### src/rtl/lock_pkg.sv
// Shared types and constants for the keypad lockout controller.
package lock_pkg;

    localparam int unsigned KEY_WIDTH = 4;

    typedef enum logic [1:0] {
        PASS    = 2'd0,
        LOCKOUT = 2'd1,
        RELEASE = 2'd2
    } ctrl_state_e;

    localparam logic [KEY_WIDTH-1:0] KEY_ZERO     = '0;
    localparam int unsigned          ATTEMPT_ZERO = 0;
    localparam int unsigned          TIMER_ZERO   = 0;

endpackage

### src/rtl/lockout_timer.sv
// Loadable down-counter; expire_o is high exactly while the count equals 1.
module lockout_timer #(
    parameter int unsigned TIMER_WIDTH = 8
) (
    input  logic                   clk_i,
    input  logic                   rst_i,
    input  logic                   load_i,
    input  logic [TIMER_WIDTH-1:0] load_value_i,
    output logic [TIMER_WIDTH-1:0] value_o,
    output logic                   expire_o
);

    logic [TIMER_WIDTH-1:0] count_q, count_d;
    logic                   expire_q;

    always_comb begin
        count_d = count_q;
        if (load_i) begin
            count_d = load_value_i;
        end else if (count_q != TIMER_WIDTH'(0)) begin
            count_d = count_q - TIMER_WIDTH'(1);
        end
    end

    always_ff @(posedge clk_i or posedge rst_i) begin
        if (rst_i) begin
            count_q  <= '0;
            expire_q <= 1'b0;
        end else begin
            count_q  <= count_d;
            expire_q <= (count_d == TIMER_WIDTH'(1));
        end
    end

    assign value_o  = count_q;
    assign expire_o = expire_q;

endmodule

### src/rtl/lock_attempt_controller.sv
// Keypad gate in front of the lock: counts failed entries and masks keys for a lockout period.
// Build option LOCKOUT_ESCALATE_EN doubles the lockout per escalation level; otherwise level stays 0.
module lock_attempt_controller
    import lock_pkg::*;
#(
    parameter int unsigned CLOCK_FREQ    = 50000000,
    parameter int unsigned MAX_ATTEMPTS  = 3,
    parameter int unsigned BASE_LOCKOUT  = 5 * CLOCK_FREQ,
    parameter int unsigned MAX_LEVEL     = 3,
    parameter int unsigned ATTEMPT_WIDTH = $clog2(MAX_ATTEMPTS + 1),
    parameter int unsigned LEVEL_WIDTH   = $clog2(MAX_LEVEL + 1),
`ifdef LOCKOUT_ESCALATE_EN
    parameter int unsigned TIMER_WIDTH   = $clog2((BASE_LOCKOUT << MAX_LEVEL) + 1)
`else
    parameter int unsigned TIMER_WIDTH   = $clog2(BASE_LOCKOUT + 1)
`endif
) (
    input  logic                     clock,
    input  logic                     reset,
    input  logic [KEY_WIDTH-1:0]     key_in,
    input  logic                     lock_error,
    input  logic                     lock_locked,
    output logic [KEY_WIDTH-1:0]     key_out,
    output logic                     lockout,
    output logic [ATTEMPT_WIDTH-1:0] attempts,
    output logic [LEVEL_WIDTH-1:0]   level,
    output logic [1:0]               ctrl_state
);

    ctrl_state_e              state_q, state_d;
    logic [KEY_WIDTH-1:0]     key_q, key_d;
    logic [ATTEMPT_WIDTH-1:0] attempts_q, attempts_d;
    logic [LEVEL_WIDTH-1:0]   level_q, level_d;
    logic                     error_q, locked_q;
    logic                     fail_c, success_c;
    logic                     timer_load;
    logic [TIMER_WIDTH-1:0]   timer_load_value;
    logic [TIMER_WIDTH-1:0]   timer_value;
    logic                     timer_expire;

    assign fail_c    = lock_error & ~error_q;
    assign success_c = lock_locked ^ locked_q;

`ifdef LOCKOUT_ESCALATE_EN
    assign timer_load_value = TIMER_WIDTH'(BASE_LOCKOUT) << level_q;
`else
    assign timer_load_value = TIMER_WIDTH'(BASE_LOCKOUT);
`endif

    lockout_timer #(
        .TIMER_WIDTH (TIMER_WIDTH)
    ) u_timer (
        .clk_i        (clock),
        .rst_i        (reset),
        .load_i       (timer_load),
        .load_value_i (timer_load_value),
        .value_o      (timer_value),
        .expire_o     (timer_expire)
    );

    always_comb begin
        state_d    = state_q;
        key_d      = key_q;
        attempts_d = attempts_q;
        level_d    = level_q;
        timer_load = 1'b0;
        case (state_q)
            PASS: begin
                key_d = key_in;
                if (success_c) begin
                    attempts_d = ATTEMPT_WIDTH'(ATTEMPT_ZERO);
                    level_d    = '0;
                end else if (fail_c) begin
                    if (attempts_q >= ATTEMPT_WIDTH'(MAX_ATTEMPTS - 1)) begin
                        attempts_d = ATTEMPT_WIDTH'(ATTEMPT_ZERO);
                        timer_load = 1'b1;
                        key_d      = KEY_ZERO;
                        state_d    = LOCKOUT;
                    end else begin
                        attempts_d = attempts_q + ATTEMPT_WIDTH'(1);
                    end
                end
            end
            LOCKOUT: begin
                key_d = KEY_ZERO;
                // A drained timer also ends the lockout so the FSM cannot stall here.
                if (timer_expire || timer_value == TIMER_WIDTH'(TIMER_ZERO)) begin
                    state_d = RELEASE;
`ifdef LOCKOUT_ESCALATE_EN
                    if (level_q < LEVEL_WIDTH'(MAX_LEVEL)) begin
                        level_d = level_q + LEVEL_WIDTH'(1);
                    end
`endif
                end
                if (success_c) begin
                    attempts_d = ATTEMPT_WIDTH'(ATTEMPT_ZERO);
                    level_d    = '0;
                end
            end
            RELEASE: begin
                key_d = KEY_ZERO;
                if (key_in == KEY_ZERO) begin
                    state_d = PASS;
                end
            end
            default: begin
                key_d   = KEY_ZERO;
                state_d = PASS;
            end
        endcase
    end

    always_ff @(posedge clock or posedge reset) begin
        if (reset) begin
            state_q    <= PASS;
            key_q      <= KEY_ZERO;
            attempts_q <= '0;
            level_q    <= '0;
            error_q    <= 1'b0;
            locked_q   <= 1'b0;
        end else begin
            state_q    <= state_d;
            key_q      <= key_d;
            attempts_q <= attempts_d;
            level_q    <= level_d;
            error_q    <= lock_error;
            locked_q   <= lock_locked;
        end
    end

    assign key_out    = key_q;
    assign lockout    = (state_q != PASS);
    assign attempts   = attempts_q;
    assign level      = level_q;
    assign ctrl_state = state_q;

endmodule

### config.mk
export PLATFORM = sky130hd
export DESIGN_NAME = lock_attempt_controller
export DESIGN_NICKNAME = d
export VERILOG_FILES = /design/src/rtl/lock_pkg.sv /design/src/rtl/lockout_timer.sv /design/src/rtl/lock_attempt_controller.sv
export SDC_FILE = /design/constraint.sdc
export NUM_CORES = 1
export LEC_CHECK = 0
export CORE_MARGIN = 2
export CORE_UTILIZATION = 45
export DETAILED_ROUTE_END_ITERATION = 8
export GPL_ROUTABILITY_DRIVEN = 0
export HOLD_SLACK_MARGIN = 0.02
export PLACE_DENSITY = 0.65
export SETUP_SLACK_MARGIN = 0.5
export SYNTH_ARGS = -nofsm -noshare
export SYNTH_HDL_FRONTEND = slang
export SYNTH_HIERARCHICAL = 1
export SYNTH_SLANG_ARGS = --single-unit
export TNS_END_PERCENT = 100
### constraint.sdc
create_clock -name clock -period 4 [get_ports clock]
set_clock_uncertainty 0.15 [all_clocks]
set_input_delay 0.4 -clock clock [delete_from_list [all_inputs] [get_ports clock]]
set_output_delay 0.4 -clock clock [all_outputs]
set_load 0.005 [all_outputs]
==> results of run 1 <==
## timing repair
action,CTS,global route
setup endpoints to repair,1,1
buffers inserted,2,3
pin swaps,1,6
gates cloned,0,0
gates resized for setup,1,8
## logic make-up (layout without fill, tap and decap cells)
| kind of cell | Yosys count | in the layout | synth area share |
|---|---|---|---|
| AND/OR/NAND/NOR | 129 | 129 | 0.312 |
| AO/OA/AOI/OAI | 49 | 49 | 0.143 |
| flip-flops | 39 | 39 | 0.402 |
| buffers and inverters | 23 | 45 | 0.0459 |
| XOR/XNOR | 15 | 15 | 0.0572 |
| multiplexers | 6 | 6 | 0.0263 |
| adder cells (fa/ha/maj) | 2 | 2 | 0.0103 |
| other | 2 | 34 | 0.00309 |
## state kept, by name, summed over array words and instances (netlist names)
signal            count
ctrl_state            2
key_out               4
locked_q              1
attempts              2
u_timer/expire_o      1
u_timer/value_o      28
error_q               1
## Yosys cell counts, types with 2 or more instances
cell type | n | share of area
o31ai_1 | 3 | 0.0093
o21bai_1 | 2 | 0.0062
nand4_1 | 3 | 0.0077
clkbuf_1 | 6 | 0.0093
or4_1 | 7 | 0.022
buf_4 | 2 | 0.0062
xor2_1 | 9 | 0.032
nor4_2 | 2 | 0.010
o21ai_1 | 5 | 0.010
xnor2_1 | 5 | 0.018
nor2b_1 | 2 | 0.0052
nor4_1 | 22 | 0.057
or2_2 | 2 | 0.0052
or4_4 | 3 | 0.014
buf_2 | 2 | 0.0041
conb_1 | 2 | 0.0031
mux2_2 | 3 | 0.014
nor2_1 | 15 | 0.023
nand3_1 | 7 | 0.014
nand2_1 | 23 | 0.036
or3_1 | 12 | 0.031
nor3_1 | 11 | 0.023
o211ai_1 | 3 | 0.0093
a21oi_1 | 4 | 0.0082
dfrtp_1 | 39 | 0.40
o21ai_0 | 10 | 0.021
ha_1 | 2 | 0.010
o31a_1 | 2 | 0.0072
nand2b_1 | 6 | 0.015
a32o_1 | 2 | 0.0082
inv_1 | 9 | 0.014
buf_6 | 2 | 0.0093
and2_1 | 4 | 0.010
nand3b_1 | 2 | 0.0062
mux2i_1 | 3 | 0.012
a31oi_1 | 4 | 0.010
## critical path: stages, from the launching register on
cell and delay [ns]:
dfrtp_2 0.44, or4_4 0.56, or4_4 0.58, nor3_4 0.18
buf_12 0.15, nor4_1 0.05, o31ai_1 0.32, o2111ai_1 0.19
or4_4 0.44, nor4_2 0.26
## how the worst max path moves through the flow
stage                     cells after the start                           from  slack, ns                          to
after detailed placement                      8  u_timer/value_o[18]$_DFF_PP0_       0.44  u_timer/expire_o$_DFF_PP0_
after global routing                          9  u_timer/value_o[19]$_DFF_PP0_       0.46  u_timer/expire_o$_DFF_PP0_
after floorplan                               9  u_timer/value_o[18]$_DFF_PP0_       0.65  u_timer/expire_o$_DFF_PP0_
after CTS                                     8  u_timer/value_o[18]$_DFF_PP0_       0.54  u_timer/expire_o$_DFF_PP0_
final                                         9  u_timer/value_o[19]$_DFF_PP0_       0.60  u_timer/expire_o$_DFF_PP0_
after global placement                        8  u_timer/value_o[18]$_DFF_PP0_       0.51  u_timer/expire_o$_DFF_PP0_
## per-layer routing
layer | track usage | vias to the layer above | share of wire
met2 | 0.334 | 55 | 0.46
li1 | - | 1065 | -
met4 | 0.0714 | 0 | 0.015
met5 | 0 | - | 0
met3 | 0.0349 | 8 | 0.045
met1 | 0.302 | 1024 | 0.48
## layout make-up
type / instances / area share
clock buffers: 6 / 0.0277
repair buffers: 27 / 0.0856
multi-input cells: 235 / 0.505
inverters: 10 / 0.0126
clock inverters: 2 / 0.0117
flip-flops and latches: 39 / 0.328
well taps: 70 / 0.0294
## power by group
group          internal [mW]  switching, mW  total, mW
clock network          0.202          0.144      0.346
logic                0.00905         0.0168     0.0259
registers              0.395       0.000293      0.395
==> metrics.txt, run 1 <==
cts bufs inserted 5; Clock Latency Late Sink 0.29 ns; RSZ-0062 raised after global routing true; register area 977 sq um; period utilisation layout 0.850; Gate Count Post-Synth 265; die area 0.00600 sq mm; vias in the first global route 2065; total power 0.767 mW; Post-CTS Hold Fix Bufs 0; Worst R2R Setup Slack 0.60 ns; final cell count without fillers just under 400; post-DP HPWL 4060 um; Die X 77.4 um; Achievable Freq 294 MHz; IO buf count 16; detailed-route vias per instance 5.53; DRC 0; leakage 1.17 nW; max cap viols 0; post-route cell area approximately 0.003 sq mm; initial antenna violation count 0; power density over cell area 257 mW/mm^2; WL per Instance 15.0 um; status complete, no violations; fillcell total between 400 and 500; setup tns final 0 ns; footprint of the multi-input gates 0.00151 sq mm; cell count after placement 376; ant diodes 0; Vias 2152; startpoint types flip-flop; Critical Path RT 4.06 ns; Max Root-Sink Buffers 2; Slew @ Worst Pin 0.550 ns; DR iter-0 viols between 150 and 200; first-pass GRT wire length 10300 um; CORE AREA 0.00517 sq mm; RR Endpoint u_timer/expire_o$_DFF_PP0_; Die Y 77.4 um; commonest non-fill, non-tap cell in the layout dfrtp_1; # rows 26; Final ANT Viol Nets 0; final slew viol count 0; I/O Pins 19; Worst VDD drop 0.000158 V; global route total overflow 0; All-Layer GR Usage 0.214; DP Area 0.00277 sq mm; CTS tree done; Worst R2R Start u_timer/value_o[19]$_DFF_PP0_; Layout area overhead 22.9%; arrival time at the worst endpoint about 3.5 ns; Slew headroom 0.630; Avg Inst Size Synth 9.16 sq um; share of cells above drive strength 1 0.147; clk root buf clkbuf_8; commonest cells after routing, fill and taps aside dfrtp_1, conb_1, nand2_1, nor4_1, clkdlybuf4s50_1; Unique masters post-synth 61; sequential fraction of the synthesis area 0.402; largest net degree at the start of global routing 30; mapped cell area 0.00243 sq mm; Initial Utilization 0.469; Final Hold Viols 0; Syn. warnings 6; top_reg_cell synth dfrtp_1; min Tclk post-route 3.40 ns; EDFF count, synth 0; clk slew on worst S/H paths 0.09 ns; Fin Hold WS 0.254 ns; Post-Place Worst Slack 0.437 ns; H-tree levels 2; crit end category flip-flop; Worst Hold Class input pin to asynchronous set/reset pin; DR pass1 iterations 4; worst-path fanout max 8; Crit Path Category flip-flop to flip-flop; CTS Sinks 39; Setup Viol. Count Final 0; synthesis-stage register bit count 39; ys async rst share 1.00; fin nets ~330; DRT Wirelength 5850 um; post-route core utilization 0.577; post-route setup slack 0.599 ns; Register-to-Register Path Depth 9
Note: power is estimated with default switching activity, not from simulation.
==> inputs of run 2 (changes only) <==
Settings changed: CTS_CLUSTER_SIZE set to 8, SLEW_MARGIN set to 20.
==> results of run 2 <==
Same layout as run 1: the final DEF is identical, and so are final timing and power.
